--- config.mk ---
export PLATFORM = sky130hd
export DESIGN_NAME = fp_div_issue_flat
export DESIGN_NICKNAME = d
export VERILOG_FILES = /design/src/rtl/fp_div_issue_if.sv /design/src/rtl/fp_div_issue.sv /design/src/flat_wrapper.sv
export SDC_FILE = /design/constraint.sdc
export NUM_CORES = 1
export LEC_CHECK = 0
export CAP_MARGIN = 20
export CORE_ASPECT_RATIO = 1.5
export CORE_MARGIN = 5
export CORE_UTILIZATION = 59
export DETAILED_ROUTE_END_ITERATION = 8
export GPL_ROUTABILITY_DRIVEN = 1
export HOLD_SLACK_MARGIN = 0.06
export PLACE_DENSITY = 0.95
export RECOVER_POWER = 50
export SLEW_MARGIN = 0
export SYNTH_ARGS = -nofsm -noshare
export SYNTH_HDL_FRONTEND = slang
export SYNTH_SLANG_ARGS = --single-unit
--- constraint.sdc ---
create_clock -name clk -period 7.4 [get_ports clk]
set_clock_uncertainty 0.15 [all_clocks]
set_input_delay 1.48 -clock clk [delete_from_list [all_inputs] [get_ports clk]]
set_output_delay 1.48 -clock clk [all_outputs]
set_load 0.01 [all_outputs]
--- src/rtl/fp_div_issue_if.sv ---
// Request, divider and result signal bundle for the FP32 divider issue stage.
// Handshake: a transfer happens on a rising edge with valid && ready high; out_* hold while out_valid && !out_ready.
interface fp_div_issue_if #(
   parameter int TAG_W = 4
);
   logic             in_valid;
   logic             in_ready;
   logic [31:0]      in_a;
   logic [31:0]      in_b;
   logic [TAG_W-1:0] in_tag;

   logic [31:0]      div_a;
   logic [31:0]      div_b;
   logic             div_en;
   logic [31:0]      div_result;
   logic             div_ready;
   logic             div_nan;

   logic             out_valid;
   logic             out_ready;
   logic [31:0]      out_result;
   logic             out_nan;
   logic             out_timeout;
   logic [TAG_W-1:0] out_tag;

   modport slave (
      input  in_valid, in_a, in_b, in_tag, div_result, div_ready, div_nan, out_ready,
      output in_ready, div_a, div_b, div_en, out_valid, out_result, out_nan, out_timeout, out_tag
   );

   modport master (
      output in_valid, in_a, in_b, in_tag, div_result, div_ready, div_nan, out_ready,
      input  in_ready, div_a, div_b, div_en, out_valid, out_result, out_nan, out_timeout, out_tag
   );
endinterface

--- src/rtl/fp_div_issue.sv ---
// Operand FIFO and one-at-a-time sequencer in front of the FP32 divider, with a
// tagged result register and a watchdog that aborts a hung divide.
module fp_div_issue #(
   parameter int DEPTH   = 4,
   parameter int TAG_W   = 4,
   parameter int TIMEOUT = 64
) (
   input  logic                   clk,
   input  logic                   reset_n,
   fp_div_issue_if.slave          bus,
   output logic                   busy,
   output logic [$clog2(DEPTH):0] fifo_count,
   output logic                   err_sticky,
   output logic [1:0]             state_dbg
);
   localparam int PTR_W = $clog2(DEPTH);
   localparam int CNT_W = PTR_W + 1;
   localparam int WD_W  = $clog2(TIMEOUT);
   localparam logic [31:0] QNAN = 32'h7FC0_0000;

   typedef enum logic [1:0] {IDLE = 2'd0, ISSUE = 2'd1, WAIT = 2'd2, DONE = 2'd3} state_t;
   state_t state, state_next;

   logic [31:0]      mem_a   [DEPTH];
   logic [31:0]      mem_b   [DEPTH];
   logic [TAG_W-1:0] mem_tag [DEPTH];
   logic [PTR_W-1:0] wr_ptr, rd_ptr;
   logic [CNT_W-1:0] count;
   logic             full, empty, push, pop;

   logic [31:0]      a_q, b_q;
   logic [TAG_W-1:0] tag_q;
   logic [WD_W-1:0]  wd;
   logic             out_valid_q, out_nan_q, out_timeout_q;
   logic [31:0]      out_result_q;
   logic [TAG_W-1:0] out_tag_q;
   logic             done_pulse, capture, expire;

   assign full       = (count == CNT_W'(DEPTH));
   assign empty      = (count == '0);
   assign push       = bus.in_valid && !full;
   assign done_pulse = bus.div_ready || bus.div_nan;
   assign capture    = (state == WAIT) && done_pulse;
   assign expire     = (state == WAIT) && !done_pulse && (wd == WD_W'(TIMEOUT - 1));

   // Issue only when the output slot is free, so a completion never meets back-pressure.
   always_comb begin
      state_next = state;
      pop        = 1'b0;
      case (state)
         IDLE: begin
            if (!empty && (!out_valid_q || bus.out_ready)) begin
               pop        = 1'b1;
               state_next = ISSUE;
            end
         end
         ISSUE:   state_next = WAIT;
         WAIT:    if (capture || expire) state_next = DONE;
         DONE:    state_next = IDLE;
         default: state_next = IDLE;
      endcase
   end

   always_ff @(posedge clk or negedge reset_n) begin
      if (!reset_n) state <= IDLE;
      else          state <= state_next;
   end

   always_ff @(posedge clk) begin
      if (push) begin
         mem_a[wr_ptr]   <= bus.in_a;
         mem_b[wr_ptr]   <= bus.in_b;
         mem_tag[wr_ptr] <= bus.in_tag;
      end
   end

   always_ff @(posedge clk or negedge reset_n) begin
      if (!reset_n) begin
         wr_ptr <= '0;
         rd_ptr <= '0;
         count  <= '0;
      end else begin
         if (push) wr_ptr <= wr_ptr + 1'b1;
         if (pop)  rd_ptr <= rd_ptr + 1'b1;
         case ({push, pop})
            2'b10:   count <= count + 1'b1;
            2'b01:   count <= count - 1'b1;
            default: count <= count;
         endcase
      end
   end

   always_ff @(posedge clk or negedge reset_n) begin
      if (!reset_n) begin
         a_q           <= '0;
         b_q           <= '0;
         tag_q         <= '0;
         wd            <= '0;
         out_valid_q   <= 1'b0;
         out_result_q  <= '0;
         out_nan_q     <= 1'b0;
         out_timeout_q <= 1'b0;
         out_tag_q     <= '0;
         err_sticky    <= 1'b0;
      end else begin
         if (pop) begin
            a_q   <= mem_a[rd_ptr];
            b_q   <= mem_b[rd_ptr];
            tag_q <= mem_tag[rd_ptr];
         end
         if (state == ISSUE)     wd <= '0;
         else if (state == WAIT) wd <= wd + 1'b1;
         // NaN takes precedence when both completion pulses arrive together.
         if (capture) begin
            out_valid_q   <= 1'b1;
            out_result_q  <= bus.div_nan ? QNAN : bus.div_result;
            out_nan_q     <= bus.div_nan;
            out_timeout_q <= 1'b0;
            out_tag_q     <= tag_q;
         end else if (expire) begin
            out_valid_q   <= 1'b1;
            out_result_q  <= QNAN;
            out_nan_q     <= 1'b1;
            out_timeout_q <= 1'b1;
            out_tag_q     <= tag_q;
            err_sticky    <= 1'b1;
         end else if (out_valid_q && bus.out_ready) begin
            out_valid_q <= 1'b0;
         end
      end
   end

   assign bus.in_ready    = !full;
   assign bus.div_a       = a_q;
   assign bus.div_b       = b_q;
   assign bus.div_en      = (state == ISSUE);
   assign bus.out_valid   = out_valid_q;
   assign bus.out_result  = out_result_q;
   assign bus.out_nan     = out_nan_q;
   assign bus.out_timeout = out_timeout_q;
   assign bus.out_tag     = out_tag_q;
   assign busy            = (state != IDLE) || !empty;
   assign fifo_count      = count;
   assign state_dbg       = state;
endmodule

--- src/flat_wrapper.sv ---
// flat-port wrapper written by rule: the top's interface ports become plain ports
module fp_div_issue_flat 
#(
   parameter int DEPTH   = 4,
   parameter int TAG_W   = 4,
   parameter int TIMEOUT = 64
)
  (clk, reset_n, busy, fifo_count, err_sticky, state_dbg, bus_in_valid, bus_in_a, bus_in_b, bus_in_tag, bus_div_result, bus_div_ready, bus_div_nan, bus_out_ready, bus_in_ready, bus_div_a, bus_div_b, bus_div_en, bus_out_valid, bus_out_result, bus_out_nan, bus_out_timeout, bus_out_tag);
  fp_div_issue_if #(.TAG_W(TAG_W)) bus_i ();
  input  logic clk;
  input  logic reset_n;
  output logic busy;
  output logic [$clog2(DEPTH):0] fifo_count;
  output logic err_sticky;
  output logic [1:0] state_dbg;
  input wire logic [$bits(bus_i.in_valid)-1:0] bus_in_valid;
  input wire logic [$bits(bus_i.in_a)-1:0] bus_in_a;
  input wire logic [$bits(bus_i.in_b)-1:0] bus_in_b;
  input wire logic [$bits(bus_i.in_tag)-1:0] bus_in_tag;
  input wire logic [$bits(bus_i.div_result)-1:0] bus_div_result;
  input wire logic [$bits(bus_i.div_ready)-1:0] bus_div_ready;
  input wire logic [$bits(bus_i.div_nan)-1:0] bus_div_nan;
  input wire logic [$bits(bus_i.out_ready)-1:0] bus_out_ready;
  output wire logic [$bits(bus_i.in_ready)-1:0] bus_in_ready;
  output wire logic [$bits(bus_i.div_a)-1:0] bus_div_a;
  output wire logic [$bits(bus_i.div_b)-1:0] bus_div_b;
  output wire logic [$bits(bus_i.div_en)-1:0] bus_div_en;
  output wire logic [$bits(bus_i.out_valid)-1:0] bus_out_valid;
  output wire logic [$bits(bus_i.out_result)-1:0] bus_out_result;
  output wire logic [$bits(bus_i.out_nan)-1:0] bus_out_nan;
  output wire logic [$bits(bus_i.out_timeout)-1:0] bus_out_timeout;
  output wire logic [$bits(bus_i.out_tag)-1:0] bus_out_tag;
  assign bus_i.in_valid = bus_in_valid;
  assign bus_i.in_a = bus_in_a;
  assign bus_i.in_b = bus_in_b;
  assign bus_i.in_tag = bus_in_tag;
  assign bus_i.div_result = bus_div_result;
  assign bus_i.div_ready = bus_div_ready;
  assign bus_i.div_nan = bus_div_nan;
  assign bus_i.out_ready = bus_out_ready;
  assign bus_in_ready = bus_i.in_ready;
  assign bus_div_a = bus_i.div_a;
  assign bus_div_b = bus_i.div_b;
  assign bus_div_en = bus_i.div_en;
  assign bus_out_valid = bus_i.out_valid;
  assign bus_out_result = bus_i.out_result;
  assign bus_out_nan = bus_i.out_nan;
  assign bus_out_timeout = bus_i.out_timeout;
  assign bus_out_tag = bus_i.out_tag;
  fp_div_issue #(.DEPTH(DEPTH), .TAG_W(TAG_W), .TIMEOUT(TIMEOUT)) u_core (.clk(clk), .reset_n(reset_n), .bus(bus_i), .busy(busy), .fifo_count(fifo_count), .err_sticky(err_sticky), .state_dbg(state_dbg));
endmodule
==> run summary <==
Min Tclk post-route: 4220 ps
Resized cells post-CTS: 0
Mean routed wirelength per cell: 22.8 um
Dpl cells: 1319
Final net count: 1147
Clock transition at path regs: 60 ps
CTS H-Tree Depth: 2
Final Max Tran Viols: 85
Post-synth ARST share: 31.1%
First-pass GRT wire length: 49000 um
Std-Cell Rows: 72
Sequential share of the synthesized area: 73.6%
Vias per cell: 5.86
Sw frac: 29.8%
Synth area leader: edfxtp_1
Share of cells above drive strength 1: 19.1%
DIE AREA: 0.0293 sq mm
P_sw: 2.32 mW
Final TNS setup: 0 ps
IO buf count: 217
Startpoint Class: register
Synth area leaders: edfxtp_1 (53%), dfrtp_1 (20%), mux4_2 (10%)
Pwr dens: 414 mW/mm^2
Outcome: finished with violations
Worst vdd ir: 0.000272 V
Non-filler instance count after layout: 1394
Comb power frac: 32.6%
Avg Synthesized Cell Area: 18.9 sq um
Fin. Hold Viols: 0
CTS Buffer Depth: 3
First-pass detailed-route iteration total: 5
Core area: 0.0257 sq mm
F_max: 237 MHz
Leak Pwr: 6.66 nW
Synth warn: 0
Die Height: 207 um
Synthesis-to-finish area growth: 23.2%
Clock buffer count from CTS: 36
Die W: 141 um
Unrepaired setup endpoints after global routing: no
Synth Cell Area: 0.0153 sq mm
Worst Setup End Kind: output pin
Number of global-route vias before repair: 8882
Initial antenna violation count: 6
Clk_lat worst skew: 520 ps
Final Setup Violations: 0
CTS sink cnt: 395
Gr usage total: 21.5%
Number of hold buffers added after cts: 0
Total number of vias: 8169
Crit path DAT: 2590 ps
Hold WS: 347 ps
MaxCap Viol Count: 2
DRC Markers: 0
Root buffer cell: clkbuf_16
Final GP Congestion: 0.799
Failing checks: capacitance limit, slew limit
Final wirelength: 31800 um
Rel. slew slack: -98.1%
Initial drt markers: 541
Clk pwr share: 22.5%
Antenna viol nets, final: 0
Required @ worst endpoint: 5770 ps
Post-synthesis net count: 926
Int Power: 5.47 mW
Slew @ Worst Pin: 2970 ps
Unique masters post-synth: 49
Worst Hold Class: reg -> reg
Share of the synthesized area in the top cell type: 53.4%
Synth Register Bits: 395
Post-synth EDFFs: 272
Cells after Synth: 809
Setup repair bufs after CTS: 0
Final HPWL DP: 18800 um
CTS tree: yes
Initial Util: 59.5%
Crit-path max FO: 5
Filler cells: 1482
Sequential power share: 44.9%
Critical path class: reg -> out
Overflow after GRT: 0
Final worst-path cycle share: 57.0%
Pin count of the biggest net entering global routing: 75
Synth Flop Type: edfxtp_1
# IOs: 218
[synth_stat cells, types with 3 or more instances]
library cell	count
edfxtp_1	272
dfrtp_1	123
mux2_2	68
mux4_2	68
nand2_1	55
o21ai_0	31
a2bb2oi_1	23
clkbuf_1	22
a21oi_1	15
nand2b_1	13
nor2_1	13
inv_1	11
ha_1	10
o22ai_1	9
buf_6	8
buf_8	7
and3_1	5
buf_2	5
nor3_1	5
a311o_1	4
o2bb2ai_1	4
xnor2_1	4
xor2_1	3
[kinds of logic after synthesis]
kind of cell	Yosys count	synth area share, %
DFF	395	73.6
muxes	139	15.3
and+or+nand+nor	108	3.45
AOI/OAI and AO/OA	93	4.03
buffers and inverters	56	2.35
adders and majority gates	11	0.949
xor gates and xnor gates	7	0.401
[registers in the layout, summed over array words and instances (netlist names), 3 cells and up]
| signal | flops |
|---|---|
| u_core.wd | 6 |
| u_core.bus.out_tag | 4 |
| u_core.bus.div_a | 32 |
| u_core.mem_tag | 16 |
| u_core.mem_b | 128 |
| u_core.tag_q | 4 |
| u_core.fifo_count | 3 |
| u_core.bus.div_b | 32 |
| u_core.mem_a | 128 |
| u_core.bus.out_result | 32 |
[final cells by class]
type	instances	area, sq um	share of cell area (%)
timing repair buffer	227	2310	12.3
sequential	395	11300	59.8
inverter	12	45.0	0.239
clock buffer	48	967	5.14
tap	333	417	2.21
clock inverter	18	143	0.757
multi-input combinational	358	3690	19.6
antenna	3	7.51	0.0399
[metrics by stage]
stage | setup WS (ps) | utilization (%) | power (mW) | instance area [sq um]
2_1_floorplan | 3700 | - | 5.03 | 15300
3_3_place_gp | 3160 | 68.6 | 5.95 | 17600
3_5_place_dp | 3050 | 68.6 | 6.09 | 17600
4_1_cts | 3250 | 73.0 | 7.87 | 18700
5_1_grt | 2420 | 73.3 | 8.18 | 18800
6_report | 3180 | 73.3 | 7.80 | 18800
[power groups by stage]
stage          Sequential (mW)  Combinational [mW]  Clock (mW)
6_report                  3.50                2.54        1.76
3_3_place_gp              3.50                2.46           0
3_5_place_dp              3.54                2.55           0
5_1_grt                   3.57                2.73        1.88
2_1_floorplan             3.46                1.58           0
4_1_cts                   3.51                2.57        1.79
[worst max-delay path, cell delays in order, from the launching register on]
cell,delay [ps]
dfrtp_1,420
inv_1,160
ha_1,300
nor4b_1,510
inv_1,160
clkdlybuf4s50_1,520
[layer usage]
layer	GRT usage [%]	up-vias	part of all wire [%]
li1	-	3606	-
met1	26.0	4226	37
met2	38.7	270	55
met3	3.71	61	5.0
met4	7.62	6	2.8
met5	0	-	0.11
[cells in the final DEF (no fill, tap or decap), types with 3 or more instances in the layout]
| cell type | netlist | routed |
|---|---|---|
| diode_2 | 0 | 3 |
| a2bb2oi_1 | 23 | 23 |
| clkinv_2 | 0 | 4 |
| nor2_1 | 13 | 12 |
| clkdlybuf4s50_1 | 0 | 145 |
| buf_4 | 1 | 3 |
| xor2_1 | 3 | 3 |
| clkinv_1 | 0 | 8 |
| dfrtp_1 | 123 | 121 |
| nand2b_1 | 13 | 13 |
| inv_1 | 11 | 11 |
| and3_1 | 5 | 3 |
| o2bb2ai_1 | 4 | 4 |
| nand2_1 | 55 | 55 |
| mux4_2 | 68 | 68 |
| dlygate4sd3_1 | 0 | 71 |
| o22ai_1 | 9 | 9 |
| ha_1 | 10 | 10 |
| a311o_1 | 4 | 4 |
| a21oi_1 | 15 | 15 |
| clkbuf_1 | 22 | 13 |
| nor3_1 | 5 | 5 |
| clkbuf_16 | 0 | 37 |
| mux2_2 | 68 | 68 |
| o21ai_0 | 31 | 31 |
| xnor2_1 | 4 | 4 |
| edfxtp_1 | 272 | 272 |
[final timing paths]
check                                     start                   end  slack [ps]  cells after the start
setup / recovery            u_core.state_dbg[1]                  busy        3180                      5
hold / removal                u_core.err_sticky     u_core.err_sticky         350                      1
setup reg to reg           u_core.fifo_count[2]   u_core.mem_a[1][25]        4380                      3
hold reg to reg               u_core.err_sticky     u_core.err_sticky         350                      1
max in group asynchronous               reset_n      u_core.rd_ptr[0]        3220                      1
min in group asynchronous               reset_n  u_core.bus.div_a[15]        1770                      1
(Power assumes the default switching activity.)
